[config.mk]
export PLATFORM = sky130hd
export DESIGN_NAME = riio_ibias_ctrl
export DESIGN_NICKNAME = d
export VERILOG_FILES = /design/src/rtl/riio_ibias_ctrl.sv
export SDC_FILE = /design/constraint.sdc
export NUM_CORES = 1
export LEC_CHECK = 0
export CORE_MARGIN = 2
export CORE_UTILIZATION = 35
export DETAILED_ROUTE_END_ITERATION = 8
export GPL_ROUTABILITY_DRIVEN = 0
export PLACE_DENSITY = 0.58
export SKIP_CTS_REPAIR_TIMING = 1
export SLEW_MARGIN = 20
export SYNTH_ARGS = -nofsm -noshare
export SYNTH_HDL_FRONTEND = slang
export SYNTH_SLANG_ARGS = --single-unit
[constraint.sdc]
create_clock -name CLK_I -period 2.8 [get_ports CLK_I]
set_input_delay 0.42 -clock CLK_I [delete_from_list [all_inputs] [get_ports CLK_I]]
set_output_delay 0.42 -clock CLK_I [all_outputs]
set_load 0.005 [all_outputs]
[src/rtl/riio_ibias_ctrl.sv]
// Power-up sequencer for the EG1D80V bias/bandgap IO cell: startup pulse, wait for
// a synchronized valid flag, settle, then report ready; latches a sticky fault.
module riio_ibias_ctrl #(
  parameter int STARTUP_CYCLES = 16,
  parameter int SETTLE_CYCLES  = 64,
  parameter int TIMEOUT_CYCLES = 256,
  parameter int CNT_W          = 9
) (
  input  logic       CLK_I,
  input  logic       RST_I,
  input  logic       IBIAS_REQ_I,
  input  logic       VBIAS_REQ_I,
  input  logic [4:0] TRIM_IBIAS_CFG_I,
  input  logic [3:0] TRIM_VBIAS_CFG_I,
  input  logic       TRIM_LOAD_I,
  input  logic       FAULT_CLR_I,
  input  logic       BG_VALID_I,
  output logic       EN_IBIAS_O,
  output logic       EN_VBIAS_O,
  output logic       BG_STARTUP_O,
  output logic [4:0] TRIM_IBIAS_O,
  output logic [3:0] TRIM_VBIAS_O,
  output logic       READY_O,
  output logic       FAULT_O,
  output logic [2:0] STATE_O
);

  typedef enum logic [2:0] {
    OFF        = 3'd0,
    STARTUP    = 3'd1,
    WAIT_VALID = 3'd2,
    SETTLE     = 3'd3,
    READY      = 3'd4,
    FAULT      = 3'd5
  } stateT;

  localparam logic [CNT_W-1:0] START_LOAD   = CNT_W'(STARTUP_CYCLES - 1);
  localparam logic [CNT_W-1:0] SETTLE_LOAD  = CNT_W'(SETTLE_CYCLES - 1);
  localparam logic [CNT_W-1:0] TIMEOUT_LOAD = CNT_W'(TIMEOUT_CYCLES - 1);
  localparam logic [CNT_W-1:0] CNT_ONE      = CNT_W'(1);

  stateT            state;
  logic [CNT_W-1:0] cnt;
  logic [1:0]       validSync;
  logic             enI, enV, startup, readyR, faultR;
  logic [4:0]       trimI;
  logic [3:0]       trimV;

  logic vs, anyReq, addCh, dropCh;

  assign vs     = validSync[1];
  assign anyReq = IBIAS_REQ_I | VBIAS_REQ_I;
  // A channel newly requested needs the full startup; a channel released just turns off.
  assign addCh  = (IBIAS_REQ_I & ~enI) | (VBIAS_REQ_I & ~enV);
  assign dropCh = (~IBIAS_REQ_I & enI) | (~VBIAS_REQ_I & enV);

  always_ff @(posedge CLK_I or posedge RST_I) begin
    if (RST_I) begin
      state     <= OFF;
      cnt       <= '0;
      validSync <= 2'b00;
      enI       <= 1'b0;
      enV       <= 1'b0;
      startup   <= 1'b0;
      readyR    <= 1'b0;
      faultR    <= 1'b0;
      trimI     <= '0;
      trimV     <= '0;
    end else begin
      validSync <= {validSync[0], BG_VALID_I};
      if (cnt != '0) cnt <= cnt - CNT_ONE;
      case (state)
        OFF: begin
          if (anyReq) begin
            enI     <= IBIAS_REQ_I;
            enV     <= VBIAS_REQ_I;
            trimI   <= TRIM_IBIAS_CFG_I;
            trimV   <= TRIM_VBIAS_CFG_I;
            cnt     <= START_LOAD;
            startup <= 1'b1;
            state   <= STARTUP;
          end
        end
        STARTUP: begin
          if (!anyReq) begin
            state <= OFF; enI <= 1'b0; enV <= 1'b0; startup <= 1'b0; cnt <= '0;
          end else if (cnt == '0) begin
            cnt     <= TIMEOUT_LOAD;
            startup <= 1'b0;
            state   <= WAIT_VALID;
          end
        end
        WAIT_VALID: begin
          if (!anyReq) begin
            state <= OFF; enI <= 1'b0; enV <= 1'b0; cnt <= '0;
          end else if (vs) begin
            cnt   <= SETTLE_LOAD;
            state <= SETTLE;
          end else if (cnt == '0) begin
            state <= FAULT; enI <= 1'b0; enV <= 1'b0; faultR <= 1'b1;
          end
        end
        SETTLE: begin
          if (!vs) begin
            state <= FAULT; enI <= 1'b0; enV <= 1'b0; faultR <= 1'b1; cnt <= '0;
          end else if (!anyReq) begin
            state <= OFF; enI <= 1'b0; enV <= 1'b0; cnt <= '0;
          end else if (cnt == '0) begin
            readyR <= 1'b1;
            state  <= READY;
          end
        end
        READY: begin
          if (!vs) begin
            state <= FAULT; enI <= 1'b0; enV <= 1'b0; readyR <= 1'b0; faultR <= 1'b1;
          end else if (!anyReq) begin
            state <= OFF; enI <= 1'b0; enV <= 1'b0; readyR <= 1'b0;
          end else if (addCh) begin
            enI     <= IBIAS_REQ_I;
            enV     <= VBIAS_REQ_I;
            trimI   <= TRIM_IBIAS_CFG_I;
            trimV   <= TRIM_VBIAS_CFG_I;
            cnt     <= START_LOAD;
            startup <= 1'b1;
            readyR  <= 1'b0;
            state   <= STARTUP;
          end else if (dropCh) begin
            enI <= enI & IBIAS_REQ_I;
            enV <= enV & VBIAS_REQ_I;
          end else if (TRIM_LOAD_I) begin
            trimI  <= TRIM_IBIAS_CFG_I;
            trimV  <= TRIM_VBIAS_CFG_I;
            cnt    <= SETTLE_LOAD;
            readyR <= 1'b0;
            state  <= SETTLE;
          end
        end
        FAULT: begin
          // Requests are ignored here; a clear returns to OFF, which re-evaluates them.
          if (FAULT_CLR_I) begin
            faultR <= 1'b0;
            state  <= OFF;
          end
        end
        default: begin
          state <= OFF; enI <= 1'b0; enV <= 1'b0; startup <= 1'b0;
          readyR <= 1'b0; faultR <= 1'b0; cnt <= '0;
        end
      endcase
    end
  end

  assign EN_IBIAS_O   = enI;
  assign EN_VBIAS_O   = enV;
  assign BG_STARTUP_O = startup;
  assign TRIM_IBIAS_O = trimI;
  assign TRIM_VBIAS_O = trimV;
  assign READY_O      = readyR;
  assign FAULT_O      = faultR;
  assign STATE_O      = state;

endmodule

# ---- Word level (Yosys, flattened, before mapping)
# Index checks and enable logic that the tools add are counted.
dict set report totals {
  regBits 28
  input_bits 16
  output_inout_bits 17
  elab_cells 152
}
dict set report op_classes {
  add_sub_neg 1
  n_eq_ne 27
  muxes 83
  n_bitwise 17
  n_reduce_logical 14
}
# op n
set ops {}
lappend ops {{two-way mux 9 bit} 13}
lappend ops {{one-hot mux 9 bit (6 select lines)} 1}
lappend ops {{two-way mux 3 bit} 15}
lappend ops {{two-way mux 1 bit} 34}
lappend ops {{two-way mux 5 bit} 6}
lappend ops {{two-way mux 4 bit} 6}
lappend ops {{!= test 2 bit (second input constant)} 12}
lappend ops {{AND reduction 6 bit} 4}
lappend ops {{one-hot mux 3 bit (6 select lines)} 1}
lappend ops {{!= test 3 bit (second input constant)} 5}
lappend ops {{!= test 5 bit (second input constant)} 3}
lappend ops {{one-hot mux 1 bit (6 select lines)} 2}
lappend ops {{one-hot mux 5 bit (2 select lines)} 1}
lappend ops {{zero test 9 bit} 1}
lappend ops {{nonzero test 9 bit} 1}
lappend ops {{subtractor 9 x 1 -> 9 bit (second input constant)} 1}
lappend ops {{!= test 4 bit (second input constant)} 2}
lappend ops {{NOT 1 bit} 8}
lappend ops {{one-hot mux 1 bit (4 select lines)} 2}
lappend ops {{one-hot mux 4 bit (2 select lines)} 1}
lappend ops {{AND reduction 7 bit} 1}
lappend ops {{AND 1 bit} 6}
lappend ops {{== test 3 x 2 -> 1 bit (second input constant)} 2}
lappend ops {{== test 3 bit (second input constant)} 2}
lappend ops {{other kinds (9)} 12}

# ---- Longest topological paths before layout
dict set report depth {
  depth_word 8
  ltp_mapped 9
  mapped_depth_nobuf 9
}

# ---- Least setup slack after synthesis
# No wires, ideal clock.
dict set report synth_path {
  path_kind {flip-flop to flip-flop}
  startpoint {reg cnt[3]}
  endpoint {reg cnt[0]}
  setup_time_ps 142
  t_arrival_ps 1945
  t_required_ps 2658
  slack_ps 713
  stages_incl_launch_ff 7
  n_path_buf 0
  period_less_slack_ps 2087
  cell_sequence {dfrtp_1 > or4_4 > nor4_4 > inv_2 > ha_1 > a21oi_1 > o221ai_1}
}
dict set report synth_between {
  elab_chain_len 8
  elab_cells_between_ends 16
  cone_classes {mux (14); reduce/logical (2)}
}
# item line
set synth_rtl {}
lappend synth_rtl {{start: declaration} 43} ;# logic [CNT_W-1:0] cnt;
lappend synth_rtl {{start signal: assignment} 71} ;# if (cnt != '0) cnt <= cnt - CNT_ONE;
lappend synth_rtl {{nonzero test 9 bit} 71}
lappend synth_rtl {{two-way mux 9 bit} 71}
lappend synth_rtl {{two-way mux 9 bit} 130} ;# end else if (TRIM_LOAD_I) begin
lappend synth_rtl {{two-way mux 9 bit} 127} ;# end else if (dropCh) begin
lappend synth_rtl {{two-way mux 9 bit} 118} ;# end else if (addCh) begin
lappend synth_rtl {{two-way mux 9 bit} 116} ;# end else if (!anyReq) begin
lappend synth_rtl {{two-way mux 9 bit} 114} ;# if (!vs) begin
lappend synth_rtl {{one-hot mux 9 bit (6 select lines) *} 72} ;# case (state)
# Mark *: on every way between the ends. The rest lies on a longest branch, timed or not.
# A chain may end at the register's enable or synchronous reset.

# ---- Final worst setup path
dict set report layout_path {
  startpoint {in IBIAS_REQ_I}
  endpoint {reg cnt[7]}
}
dict set report layout_between {
  elab_chain_len 8
  elab_cells_between_ends 16
  cone_classes {mux (10); bitwise (6)}
}
# item line
set layout_rtl {}
lappend layout_rtl {{start: declaration} 11} ;# input logic IBIAS_REQ_I,
lappend layout_rtl {{NOT 1 bit} 55} ;# assign dropCh = (~IBIAS_REQ_I & enI) | (~VBIAS_REQ_I & enV);
lappend layout_rtl {{AND 1 bit} 55}
lappend layout_rtl {{bitwise OR 1 bit} 55}
lappend layout_rtl {{two-way mux 9 bit} 127}
lappend layout_rtl {{two-way mux 9 bit} 118}
lappend layout_rtl {{two-way mux 9 bit} 116}
lappend layout_rtl {{two-way mux 9 bit} 114}
lappend layout_rtl {{one-hot mux 9 bit (6 select lines) *} 72}
# Marked as above.

==> results.cfg <==
[run_status]
outcome = complete, no violations

[routing]
initialDrtViolationCount = 110
routed_wl_um = 4190
via_per_inst = 5.38
drt-pass1-iter-count = 4
vias = 1592
drc_errors = 0
wl_met1_um = 2000
top_layer = met4
dr_wl_met3_um = 179
dr_wl_met2_um = 1950
wl_per_cell_um = 14.1
ant_nets = 0

[worst_setup_path]
path_delay_family = buffers and inverters
start_kind = primary input
worstSetupPathType = in -> reg
crit_end = cnt[7]
worstPathRequired_ns = 2.96
path_max_fanout = 8
cp_common_cell = buf_4
crit_path_end_kind = flip-flop
regToRegEndpoint = cnt[0]
cpPeakStageDelay_ns = 0.63
crit_start = IBIAS_REQ_I
crit_slowest_cell = clkdlybuf4s50_1
regToRegSetupSlack_ns = 0.73
arrival_ns = 2.35
r2r_start = cnt[3]
crit_buf_inv = 3
cp_cell_sequence = clkdlybuf4s50_1, buf_4, nand2_1, a21boi_0, nor4_1, o311ai_0, buf_4, a211oi_1
critical_path_depth = 8
reg2regPathDepth = 6

[grt]
overflow = 0
grt_pass1_vias = 1422
grt_pass1_wl_um = 6710
grt_usage_pct = 15.8
antenna_found_initial = 0
grt_max_degree = 29

[logic_synthesis]
ys_seq_elements = 28
syn_area_mm2 = 0.00175
ys.flop_type = dfrtp_1
synth_edf_count = 0
syn_area_per_cell_um2 = 8.93
syn-num-nets = 214
synth-warning-count = 0
netlist_instances = 196
synth.distinct_cells = 47
synth-async-reset-ratio_pct = 100
ys_seq_area_share_pct = 40.0

[flow_run]
maxCapViolCount = 0

[timing]
worst_pin_slew_ns = 0.681
setup_viol = 0
drv_slew = 0
clock-skew-final_ns = 0.00393
hold_viol_final = 0
finalCritPeriodShare_pct = 78.1
rsz0062_at_grt = false
finalSetupTns_ns = 0
timing.fmax_mhz = 457
fin_ws_ns = 0.612
period_minus_slack_ns = 2.19
slew_headroom_pct = 54.0

[layout]
area_growth_pct = 28.3
finalNetCount = 248
regArea_um2 = 701
n_antenna_cell = 0
multi_input_area_um2 = 965
final_cells = 296
final_layout_size_suffix_gt1_share_pct = 13.5
fillers = 452

[clocking]
cts_made_buffers = 3
clk_path_buf_depth = 2
insertion_delay_ns = 0.28
cts_tree = built
clk_pin_slew_ns = 0.10
h-tree-depth = 1
cts_sinks = 28
root_buffer = clkbuf_8

[pwr]
switching_share_pct = 38.5
p_switching_mw = 0.906
vdd_drop_max_uv = 410
combPwrFrac_pct = 53.9
power_density_mw_per_mm2 = 1050
clkPwrFrac_pct = 13.9
seqPwrFrac_pct = 32.2
intPower_mw = 1.45
p_leak_nw = 0.918

[min_path]
holdCritPathClass = reg -> reg

[die]
rows = 25
die_w_um = 74.7
start_util_pct = 36.6
io_pins = 33
core_mm2 = 0.00479
die_h_um = 74.7
dieArea_mm2 = 0.00558

[placed_design]
dp.cells = 292
place_ws_ns = 0.302
place_hpwl_um = 3050
io_buffers = 32
## cell families (layout without fill, tap and decap cells)
family,count (synthesis),in the layout,synth area share [%]
AND/OR/NAND/NOR,69,69,21.2
AO/OA/AOI/OAI,61,61,24.2
flip-flops,28,28,40.0
buffers and inverters,22,55,4.86
multiplexers,9,9,5.79
XOR/XNOR,5,5,2.50
adder cells (fa/ha/maj),2,2,1.43
## state kept, by name, indices dropped and copies added (netlist names)
register / cells
BG_STARTUP_O: 1
EN_IBIAS_O: 1
EN_VBIAS_O: 1
FAULT_O: 1
READY_O: 1
STATE_O: 3
TRIM_IBIAS_O: 5
TRIM_VBIAS_O: 4
cnt: 9
validSync: 2
## cell usage after synthesis, types with 2 or more instances
cell / instances / area (µm²)
or4_1: 2 / 15.0
nor2_1: 13 / 48.8
o21ai_0: 14 / 70.1
nor2b_1: 6 / 37.5
nand2_1: 18 / 67.6
buf_2: 2 / 10.0
a21o_1: 4 / 30.0
nor4bb_1: 2 / 20.0
nand3_1: 3 / 15.0
dfrtp_1: 28 / 701
xnor2_1: 5 / 43.8
mux2_2: 9 / 101
o311ai_1: 2 / 17.5
nor4_1: 3 / 18.8
nor3_1: 8 / 40.0
inv_1: 9 / 33.8
clkbuf_1: 9 / 33.8
o311ai_0: 2 / 17.5
ha_1: 2 / 25.0
nand2b_1: 5 / 31.3
a31oi_1: 4 / 25.0
a211oi_1: 3 / 22.5
and2_1: 2 / 12.5
o31ai_1: 5 / 37.5
or2_2: 2 / 12.5
a21oi_1: 12 / 60.1
a21boi_0: 2 / 15.0
## power by group through the flow
stage / Clock (mW) / Sequential (mW) / Combinational [mW]
after floorplan: 0 / 0.711 / 0.830
after global placement: 0 / 0.762 / 1.27
after detailed placement: 0 / 0.767 / 1.26
after CTS: 0.337 / 0.759 / 1.28
after global routing: 0.353 / 0.788 / 1.40
final: 0.328 / 0.758 / 1.27
## worst min-delay path by stage
stage	end	slack, ns	startpoint	cells after the start
floorplan	validSync[1]	0.33	validSync[0]	0
detailed placement	validSync[1]	0.34	validSync[0]	0
CTS	validSync[1]	0.36	validSync[0]	0
global route	validSync[1]	0.37	validSync[0]	0
global placement	validSync[1]	0.33	validSync[0]	0
finish	validSync[1]	0.36	validSync[0]	0
## area by class of cell
cell class              count  share of cell area, %
multi-input cells         146                   43.0
well taps                  67                   3.73
clock buffers               3                   1.84
inverters                  10                   1.67
flip-flops and latches     28                   31.2
repair buffers             41                   17.3
clock inverters             1                   1.34
## cell usage in the layout (no fill, tap or decap), types with 5 or more instances in the layout
cell,synthesis,layout
a21oi_1,12,12
dfrtp_1,28,28
inv_1,9,9
nor2b_1,6,6
clkdlybuf4s50_1,0,32
buf_4,0,9
mux2_2,9,9
nand2b_1,5,5
nand2_1,18,18
o21ai_0,14,14
nor2_1,13,13
nor3_1,8,8
o31ai_1,5,5
xnor2_1,5,5
## layer usage
metal,up-vias,global-route usage [%]
met4,0,5.36
met1,761,22.6
li1,780,-
met2,44,24.1
met3,7,3.21
met5,-,0
## stage by stage
step / util, % / instance area [µm²] / hold WS [ns] / power (mW)
6_report: 46.9 / 2250 / 0.360 / 2.36
2_1_floorplan: - / 1750 / 0.331 / 1.54
4_1_cts: 46.9 / 2250 / 0.362 / 2.37
3_3_place_gp: 45.4 / 2170 / 0.333 / 2.03
5_1_grt: 46.9 / 2250 / 0.370 / 2.54
3_5_place_dp: 45.4 / 2170 / 0.337 / 2.03
No activity file was read; power rests on OpenSTA's default activity.
